===== src/rtl/gpr_wb_scoreboard_if.sv =====
// Bundle of issue, ALU, long-result, decode-read and register-file write signals
// around the GPR write-back scoreboard. The slave modport is the scoreboard's view.
interface gpr_wb_scoreboard_if;
  logic        issue_valid;
  logic [4:0]  issue_rd;
  logic        issue_ready;
  logic        alu_we;
  logic [4:0]  alu_rd;
  logic [31:0] alu_data;
  logic        lr_valid;
  logic        lr_ready;
  logic [4:0]  lr_rd;
  logic [31:0] lr_data;
  logic [4:0]  rd_addr_0;
  logic [4:0]  rd_addr_1;
  logic        hazard_0;
  logic        hazard_1;
  logic [4:0]  wr_addr;
  logic        we;
  logic [31:0] wr_data;
  logic        sb_err;

  modport master (
    output issue_valid, issue_rd, alu_we, alu_rd, alu_data,
           lr_valid, lr_rd, lr_data, rd_addr_0, rd_addr_1,
    input  issue_ready, lr_ready, hazard_0, hazard_1,
           wr_addr, we, wr_data, sb_err
  );

  modport slave (
    input  issue_valid, issue_rd, alu_we, alu_rd, alu_data,
           lr_valid, lr_rd, lr_data, rd_addr_0, rd_addr_1,
    output issue_ready, lr_ready, hazard_0, hazard_1,
           wr_addr, we, wr_data, sb_err
  );
endinterface


===== src/rtl/gpr_wb_scoreboard.sv =====
// Register-file write-port arbiter: ALU results take priority, long-latency results
// queue in a small FIFO, and a pending-bit scoreboard reports hazards and blocks WAW issue.
module gpr_wb_scoreboard #(
  parameter int unsigned FIFO_DEPTH = 2,
  parameter int unsigned PTR_W      = $clog2(FIFO_DEPTH)
) (
  input logic                 clk,
  input logic                 rst_n,
  gpr_wb_scoreboard_if.slave  bus
);

  localparam logic [PTR_W:0] DEPTH_C = (PTR_W + 1)'(FIFO_DEPTH);

  logic [4:0]       fifo_rd   [FIFO_DEPTH];
  logic [31:0]      fifo_data [FIFO_DEPTH];
  logic [PTR_W-1:0] head;
  logic [PTR_W-1:0] tail;
  logic [PTR_W:0]   count;

  logic [31:0]      pending;
  logic [31:0]      pending_nxt;

  logic             alu_sel;
  logic             push;
  logic             pop;
  logic             issue_acc;
  logic [4:0]       head_rd;
  logic [31:0]      head_data;
  logic             err_nxt;

  assign head_rd   = fifo_rd[head];
  assign head_data = fifo_data[head];

  assign alu_sel   = bus.alu_we && (bus.alu_rd != 5'd0);
  assign pop       = !alu_sel && (count != '0);
  assign bus.lr_ready = (count < DEPTH_C);
  assign push      = bus.lr_valid && bus.lr_ready;

  // pending[0] is held at zero, so r0 is always issue-ready and never a hazard.
  assign bus.issue_ready = !pending[bus.issue_rd];
  assign issue_acc       = bus.issue_valid && bus.issue_ready && (bus.issue_rd != 5'd0);
  assign bus.hazard_0    = pending[bus.rd_addr_0];
  assign bus.hazard_1    = pending[bus.rd_addr_1];

  always_comb begin
    pending_nxt = pending;
    if (pop) pending_nxt[head_rd] = 1'b0;
    if (issue_acc) pending_nxt[bus.issue_rd] = 1'b1;
    pending_nxt[0] = 1'b0;
  end

  always_comb begin
    err_nxt = bus.sb_err;
    if (alu_sel && pending[bus.alu_rd]) err_nxt = 1'b1;
    if (pop && (head_rd != 5'd0) && !pending[head_rd]) err_nxt = 1'b1;
  end

  // Storage needs no reset: validity is carried entirely by count and the pointers.
  always_ff @(posedge clk) begin
    if (push) begin
      fifo_rd[tail]   <= bus.lr_rd;
      fifo_data[tail] <= bus.lr_data;
    end
  end

  always_ff @(posedge clk or negedge rst_n) begin
    if (!rst_n) begin
      head  <= '0;
      tail  <= '0;
      count <= '0;
    end else begin
      if (push) tail <= tail + PTR_W'(1);
      if (pop)  head <= head + PTR_W'(1);
      if (push && !pop)      count <= count + (PTR_W + 1)'(1);
      else if (pop && !push) count <= count - (PTR_W + 1)'(1);
    end
  end

  always_ff @(posedge clk or negedge rst_n) begin
    if (!rst_n) begin
      pending    <= '0;
      bus.sb_err <= 1'b0;
    end else begin
      pending    <= pending_nxt;
      bus.sb_err <= err_nxt;
    end
  end

  // A popped r0 result is discarded: we drops and the address/data hold.
  always_ff @(posedge clk or negedge rst_n) begin
    if (!rst_n) begin
      bus.we      <= 1'b0;
      bus.wr_addr <= '0;
      bus.wr_data <= '0;
    end else if (alu_sel) begin
      bus.we      <= 1'b1;
      bus.wr_addr <= bus.alu_rd;
      bus.wr_data <= bus.alu_data;
    end else if (pop && (head_rd != 5'd0)) begin
      bus.we      <= 1'b1;
      bus.wr_addr <= head_rd;
      bus.wr_data <= head_data;
    end else begin
      bus.we      <= 1'b0;
    end
  end

endmodule


===== src/flat_wrapper.sv =====
// flat-port wrapper written by rule: the top's interface ports become plain ports
module gpr_wb_scoreboard_flat 
#(
  parameter int unsigned FIFO_DEPTH = 2,
  parameter int unsigned PTR_W      = $clog2(FIFO_DEPTH)
)
  (clk, rst_n, bus_issue_valid, bus_issue_rd, bus_alu_we, bus_alu_rd, bus_alu_data, bus_lr_valid, bus_lr_rd, bus_lr_data, bus_rd_addr_0, bus_rd_addr_1, bus_issue_ready, bus_lr_ready, bus_hazard_0, bus_hazard_1, bus_wr_addr, bus_we, bus_wr_data, bus_sb_err);
  gpr_wb_scoreboard_if bus_i ();
  input logic clk;
  input logic rst_n;
  input wire logic [$bits(bus_i.issue_valid)-1:0] bus_issue_valid;
  input wire logic [$bits(bus_i.issue_rd)-1:0] bus_issue_rd;
  input wire logic [$bits(bus_i.alu_we)-1:0] bus_alu_we;
  input wire logic [$bits(bus_i.alu_rd)-1:0] bus_alu_rd;
  input wire logic [$bits(bus_i.alu_data)-1:0] bus_alu_data;
  input wire logic [$bits(bus_i.lr_valid)-1:0] bus_lr_valid;
  input wire logic [$bits(bus_i.lr_rd)-1:0] bus_lr_rd;
  input wire logic [$bits(bus_i.lr_data)-1:0] bus_lr_data;
  input wire logic [$bits(bus_i.rd_addr_0)-1:0] bus_rd_addr_0;
  input wire logic [$bits(bus_i.rd_addr_1)-1:0] bus_rd_addr_1;
  output wire logic [$bits(bus_i.issue_ready)-1:0] bus_issue_ready;
  output wire logic [$bits(bus_i.lr_ready)-1:0] bus_lr_ready;
  output wire logic [$bits(bus_i.hazard_0)-1:0] bus_hazard_0;
  output wire logic [$bits(bus_i.hazard_1)-1:0] bus_hazard_1;
  output wire logic [$bits(bus_i.wr_addr)-1:0] bus_wr_addr;
  output wire logic [$bits(bus_i.we)-1:0] bus_we;
  output wire logic [$bits(bus_i.wr_data)-1:0] bus_wr_data;
  output wire logic [$bits(bus_i.sb_err)-1:0] bus_sb_err;
  assign bus_i.issue_valid = bus_issue_valid;
  assign bus_i.issue_rd = bus_issue_rd;
  assign bus_i.alu_we = bus_alu_we;
  assign bus_i.alu_rd = bus_alu_rd;
  assign bus_i.alu_data = bus_alu_data;
  assign bus_i.lr_valid = bus_lr_valid;
  assign bus_i.lr_rd = bus_lr_rd;
  assign bus_i.lr_data = bus_lr_data;
  assign bus_i.rd_addr_0 = bus_rd_addr_0;
  assign bus_i.rd_addr_1 = bus_rd_addr_1;
  assign bus_issue_ready = bus_i.issue_ready;
  assign bus_lr_ready = bus_i.lr_ready;
  assign bus_hazard_0 = bus_i.hazard_0;
  assign bus_hazard_1 = bus_i.hazard_1;
  assign bus_wr_addr = bus_i.wr_addr;
  assign bus_we = bus_i.we;
  assign bus_wr_data = bus_i.wr_data;
  assign bus_sb_err = bus_i.sb_err;
  gpr_wb_scoreboard #(.FIFO_DEPTH(FIFO_DEPTH), .PTR_W(PTR_W)) u_core (.clk(clk), .rst_n(rst_n), .bus(bus_i));
endmodule

===== config.mk =====
export PLATFORM = sky130hd
export DESIGN_NAME = gpr_wb_scoreboard_flat
export DESIGN_NICKNAME = d
export VERILOG_FILES = /design/src/rtl/gpr_wb_scoreboard_if.sv /design/src/rtl/gpr_wb_scoreboard.sv /design/src/flat_wrapper.sv
export SDC_FILE = /design/constraint.sdc
export NUM_CORES = 1
export LEC_CHECK = 0
export CAP_MARGIN = 40
export CORE_UTILIZATION = 53
export DETAILED_ROUTE_END_ITERATION = 10
export GPL_TIMING_DRIVEN = 0
export PLACE_DENSITY = 0.81
export SYNTH_ARGS = -nofsm -noshare
export SYNTH_HDL_FRONTEND = slang
export SYNTH_SLANG_ARGS = --single-unit

===== constraint.sdc =====
create_clock -name clk -period 3.4 [get_ports clk]
set_input_delay 0.85 -clock clk [delete_from_list [all_inputs] [get_ports clk]]
set_output_delay 0.85 -clock clk [all_outputs]
set_load 0.02 [all_outputs]

==> flow_summary.yaml, run 1 <==
timing:
  clock_skew_ns: 0.00731
  finalSetupViolations: 0
  relSlewSlack_pct: 45.4
  worst_pin_slew_ns: 0.796
  final.period_utilization_pct: 98.8
  maxSlewViolCount: 0
  fmax_mhz: 298
  rsz0062_at_grt: "false"
  timing.hold.ws_ns: 0.250
  layout_min_cycle_time_ns: 3.36
  hold_violations: 0
cts:
  cts_tree: "yes"
  cts_buffers: 17
  h-tree-depth: 4
  cts_buffer_depth: 2
  cts_hold_buffers: 0
  cts_sinks: 148
  clk_latency_ns: 0.43
  root_buffer: "clkbuf_16"
  clkTransAtPathRegs_ns: 0.06
global_route:
  antenna_found_initial: 0
  grt_max_degree: 66
  grt_pass1_wl_um: 32000
  grt_util_all_layers_pct: 30.4
  overflow: 0
  grt_pass1_vias: 5861
placed_design:
  place_congestion: 0.948
  numPortBuffers: 128
  hpwl_um: 14200
  dp.cells: 907
logic_synthesis:
  synth_seq_area_share_pct: 55.9
  netlist_instances: 600
  yosys-top-cells-area: "edfxtp_1 30%, dfrtp_1 25%, mux4_2 10%, o21ai_0 7.0%, mux2i_1 6.2%"
  synth_top_area_share_pct: 30.5
  synthesis.nets: 695
  ys_seq_elements: 148
  ys_types: 54
  async_flop_share_pct: 50.0
  syn_area_um2: 7290
  synth-edff-count: 74
  ys_warn_count: 0
  yosys.area.top_type: "edfxtp_1"
  post_synth.cell_area_avg_um2: 12.2
  synth_ff_type: "edfxtp_1"
floorplan:
  die-area_um2: 14200
  die_w_um: 119
  initial_core_util_pct: 54.6
  io_pins: 137
  die_h_um: 119
  num_rows: 42
  core-area_um2: 13300
route:
  drtIter0Drc: 579
  viasPerCell: 6.15
  drtAntennaViolNets: 0
  routed_wl_um: 20500
  vias: 5793
  drt_first_pass_iters: 5
  wl_per_cell_um: 21.8
  drc: 0
finish:
  fill_cells: 941
  drive_above_1_share_pct: 15.3
  stdcell_count: 942
  multi_input_area_um2: 3010
  final_nets: 848
  area_growth_pct: 30.1
  num_antenna_cells: 0
  final-seq-area_um2: 4070
critical_path:
  slowest_delay_ns: 0.52
  crit_path_end_kind: "output port"
  cp_cell_sequence: "buf_6 -> mux4_2 -> mux4_2 -> mux2_2 -> clkdlybuf4s15_2"
  crit_type: "input port to output port"
  crit_required_ns: 2.55
  r2r_end: "u_core.bus.wr_data[28]"
  crit_slowest_cell: "mux4_2"
  start_kind: "input port"
  cp_max_fo: 9
  worst_ep_arrival_time_ns: 2.51
  crit_top_cell: "mux4_2"
  regToRegStartpoint: "u_core.fifo_rd[1][2]"
  ff2ff_path_depth: 7
  reg2reg_slack_ns: 0.86
pwr:
  powerDensity_nw_per_um2: 788
  power_mw: 7.47
  leakage_nw: 3.63
  vdd_drop_max_v: 0.000441
job:
  cap_violations: 0
min_path:
  min_path_type: "input port to async pin"
outcome:
  status: "finished clean"
==> sequential cells by signal, indices dropped and copies added (netlist names) <==
signal	count
u_core.fifo_data	64
u_core.bus.wr_data	32
u_core.pending	31
u_core.fifo_rd	10
u_core.bus.wr_addr	5
u_core.count	2
u_core.bus.sb_err	1
u_core.bus.we	1
u_core.head	1
u_core.tail	1
==> critical path: cells and delay by family <==
| family | cells | cell delay (ns) |
|---|---|---|
| buffers and inverters | 2 | 0.39 |
| muxes | 3 | 1.27 |
==> cell usage after synthesis, types with 4 or more instances <==
library cell and n:
nand3_1 5, inv_1 7, mux4_2 33, edfxtp_1 74
o22ai_1 4, nand3b_1 4, buf_2 10, mux2_2 9
a21oi_1 39, dfrtp_1 74, buf_4 5, a222oi_1 4
mux2i_1 45, nand2_1 63, clkbuf_1 15, o21ai_0 102
nor2_1 47, nand2b_1 5, nor3_1 5
==> worst max path at each step <==
| stage | startpoint | end | slack, ns | cells past startpoint |
|---|---|---|---|---|
| final | bus_rd_addr_0[0] | bus_hazard_0 | 0.04 | 5 |
| after global routing | bus_rd_addr_0[0] | bus_hazard_0 | 0.003 | 5 |
| after CTS | bus_rd_addr_1[0] | bus_hazard_1 | 0.009 | 5 |
| after detailed placement | bus_issue_rd[1] | bus_issue_ready | -1.0 | 8 |
| after global placement | bus_lr_valid | u_core.fifo_data[0][6] | -1.20 | 3 |
| after floorplan | bus_lr_valid | u_core.fifo_data[0][0] | 0.17 | 2 |
==> cells by family (layout without fill, tap and decap cells) <==
group           Yosys count  count (layout)  share of synthesized area (%)
compound gates          165             165                           12.5
xor+xnor                  5               5                          0.601
fa+ha+maj                 1               1                          0.172
buf+inv                  41             207                           2.99
flops                   148             148                           55.9
mux                      90              90                           18.5
simple gates            150             150                           9.37
==> power breakdown <==
group	leakage [nW]	switching [mW]	internal (mW)	total [mW]
sequential	1.58	0.509	2.39	2.90
clock	0.272	0.745	1.09	1.84
combinational	1.78	1.42	1.32	2.74
==> layout make-up <==
type,instances,area share (%)
multi-input combinational,411,31.7
tap,176,2.32
buffer,34,2.35
timing repair buffer,134,14.3
inverter,7,0.277
clock inverter,13,1.58
sequential,148,42.9
clock buffer,19,4.56
==> what timing repair did <==
action / in CTS / in global routing
resized for setup: 26 / 4
setup endpoints to repair: 3 / 2
setup buffers: 2 / 1
pin swaps: 1 / 1
==> routing by layer <==
metal / wire [um] / vias up / GRT usage [%]
li1: - / 2567 / -
met1: 7720 / 2825 / 38.0
met2: 10300 / 345 / 50.4
met3: 1850 / 56 / 6.80
met4: 685 / 0 / 14.5
met5: 0 / - / 0
==> layout by cell type, fill, tap and decap left out, types with 4 or more instances in the layout <==
cell type	n
nand3_1	5
a222oi_1	4
nor2_1	47
mux2i_1	45
nand3b_1	4
clkinvlp_4	4
inv_1	7
nand2b_1	5
nor3_1	5
a21oi_1	39
clkbuf_1	14
o21ai_0	102
buf_6	5
o22ai_1	4
clkbuf_16	17
dfrtp_1	74
edfxtp_1	74
buf_4	10
mux2_2	9
mux4_2	33
buf_2	9
clkdlybuf4s50_1	120
nand2_1	63
==> through the flow <==
| stage | utilization [%] | TNS [ns] | worst slack [ns] | area, um2 |
|---|---|---|---|---|
| after floorplan | - | 0 | 0.174 | 7290 |
| after global placement | 65.9 | -125.93 | -1.20 | 8790 |
| after detailed placement | 66.4 | -1.89 | -0.999 | 8870 |
| after CTS | 71.1 | 0 | 0.00903 | 9490 |
| after global routing | 71.1 | 0 | 0.00272 | 9490 |
| final | 71.1 | 0 | 0.0424 | 9490 |
Note: power is estimated with default switching activity, not from simulation.
==> inputs of run 2 (changes only) <==
--- a/config.mk
+++ b/config.mk
@@ -8,8 +8,8 @@
 export CAP_MARGIN = 40
 export CORE_UTILIZATION = 53
 export DETAILED_ROUTE_END_ITERATION = 10
-export GPL_TIMING_DRIVEN = 0
-export PLACE_DENSITY = 0.81
+export GPL_TIMING_DRIVEN = 1
+export PLACE_DENSITY = 0.9
 export SYNTH_ARGS = -nofsm -noshare
 export SYNTH_HDL_FRONTEND = slang
 export SYNTH_SLANG_ARGS = --single-unit
==> run 2 against run 1 <==
- routed wire length down 0.15%
- non-clock buffer count up 7
- sequential share of layout area down 0.96 points
- critical endpoint is now bus_hazard_1
==> flow_summary.yaml, run 2 (synthesized netlist as in run 1, its figures left out) <==
critical_path:
  crit_start: "bus_rd_addr_1[0]"
  slowest_delay_ns: 0.49
  crit_path_end_kind: "output port"
  path_delay_family: "multiplexers"
  crit_top_cell: "mux4_2"
  worst_ep_arrival_time_ns: 2.50
  start_kind: "input port"
  crit_slowest_cell: "mux4_2"
  regToRegStartpoint: "u_core.head"
  cp_max_fo: 5
  cp_cell_sequence: "buf_4 -> buf_12 -> mux4_2 -> mux4_2 -> mux2_4 -> buf_6"
  path_buf_inv: 3
  crit_required_ns: 2.55
  crit_type: "input port to output port"
route:
  drtAntennaViolNets: 0
  drtIter0Drc: 643
  routed_wl_um: 20500
  vias: 5828
  wl_per_cell_um: 21.6
  drt_first_pass_iters: 5
  drc: 0
  viasPerCell: 6.14
floorplan:
  core-area_um2: 13300
  io_pins: 137
  die_h_um: 119
  num_rows: 42
  die_w_um: 119
  initial_core_util_pct: 54.6
  die-area_um2: 14200
finish:
  area_growth_pct: 33.1
  fill_cells: 858
  multi_input_area_um2: 3040
  stdcell_area_um2: 9710
  final_nets: 855
  final-seq-area_um2: 4080
  largest_reg_flops: 64
  num_antenna_cells: 0
  top_register: "u_core.fifo_data"
  reg_top3: "u_core.fifo_data (64), u_core.bus.wr_data (32), u_core.pending (31)"
  drive_above_1_share_pct: 16.9
  final_common_cell: "clkdlybuf4s50_1"
  final_cell_mix: "127 x clkdlybuf4s50_1, 101 x o21ai_0, 74 x edfxtp_1, 73 x dfrtp_1, 63 x nand2_1"
cts:
  cts_buffers: 17
  clkTransAtPathRegs_ns: 0.06
  cts_tree: "yes"
  root_buffer: "clkbuf_16"
  h-tree-depth: 4
  clk_latency_ns: 0.42
  cts_sinks: 148
  cts_hold_buffers: 0
  cts_buffer_depth: 2
pwr:
  power_mw: 7.53
  powerDensity_nw_per_um2: 776
  vdd_drop_max_v: 0.000572
  leakage_nw: 3.74
min_path:
  min_path_type: "input port to async pin"
timing:
  clock_skew_ns: 0.00705
  rsz0062_at_grt: "false"
  final.period_utilization_pct: 98.5
  hold_violations: 0
  maxSlewViolCount: 0
  fmax_mhz: 299
  layout_min_cycle_time_ns: 3.35
  worst_pin_slew_ns: 0.675
  worst_slack_ns: 0.0504
  finalSetupTns_ns: 0
  finalSetupViolations: 0
  relSlewSlack_pct: 54.7
global_route:
  grt_util_all_layers_pct: 30.6
  grt_max_degree: 70
  overflow: 0
  grt_pass1_wl_um: 32800
  antenna_found_initial: 0
  grt_pass1_vias: 6202
outcome:
  status: "finished clean"
placed_design:
  place_ws_ns: -0.759
  numPortBuffers: 136
  hpwl_um: 14200
  dpl_cell_area_um2: 9040
  place_congestion: 1.01
job:
  cap_violations: 0
==> run 2: worst register-to-register path, stage by stage (launching register included) <==
cell and delay (ns):
dfrtp_2 0.67, mux2i_1 0.44, o21ai_1 0.35, o221ai_4 0.36
buf_12 0.28, nor2_1 0.13, a21oi_1 0.20, o21ai_0 0.12
==> run 2: power breakdown <==
| part | total (mW) | switching (mW) | internal (mW) |
|---|---|---|---|
| logic | 2.70 | 1.33 | 1.36 |
| registers | 3.00 | 0.614 | 2.39 |
| clock network | 1.83 | 0.718 | 1.11 |
==> run 2: area by class of cell <==
cell class,count,share of cell area (%)
sequential,148,42.0
timing repair buffer,175,18.1
inverter,7,0.271
tap,176,2.27
multi-input combinational,411,31.3
clock inverter,10,0.967
clock buffer,22,5.12
==> run 2: what timing repair did <==
item                                    4_1_cts  5_1_grt
cloned                                        2        0
buffers inserted                              5        0
endpoints found under the setup margin        3        2
pin swaps                                     1        0
gates resized for setup                      37        1
==> run 2: through the flow <==
step           util, %  instances  hold slack, ns
2_1_floorplan        -        600           0.455
3_5_place_dp      67.7        911           0.541
3_3_place_gp      67.5        910           0.523
6_report          72.7        949           0.343
4_1_cts           73.0        950           0.339
5_1_grt           72.7        949           0.358
==> run 2: final timing paths <==
kind                                         endpoint  slack [ns]  cells after the start
worst max-delay path                     bus_hazard_1        0.05                      6
worst min-delay path               u_core.pending[21]        0.34                      1
worst max register to register  u_core.bus.wr_data[3]        0.71                      7
worst min register to register            u_core.tail        0.55                      1
max in group asynchronous                 u_core.head        2.46                      2
min in group clk                          u_core.tail        0.55                      1
==> run 2: layer usage <==
metal / up-vias / routed length [um] / global-route usage [%]
li1: 2571 / - / -
met4: 0 / 919 / 18.0
met5: - / 0 / 0
met2: 343 / 10400 / 51.4
met1: 2836 / 7530 / 36.6
met3: 78 / 1700 / 6.23
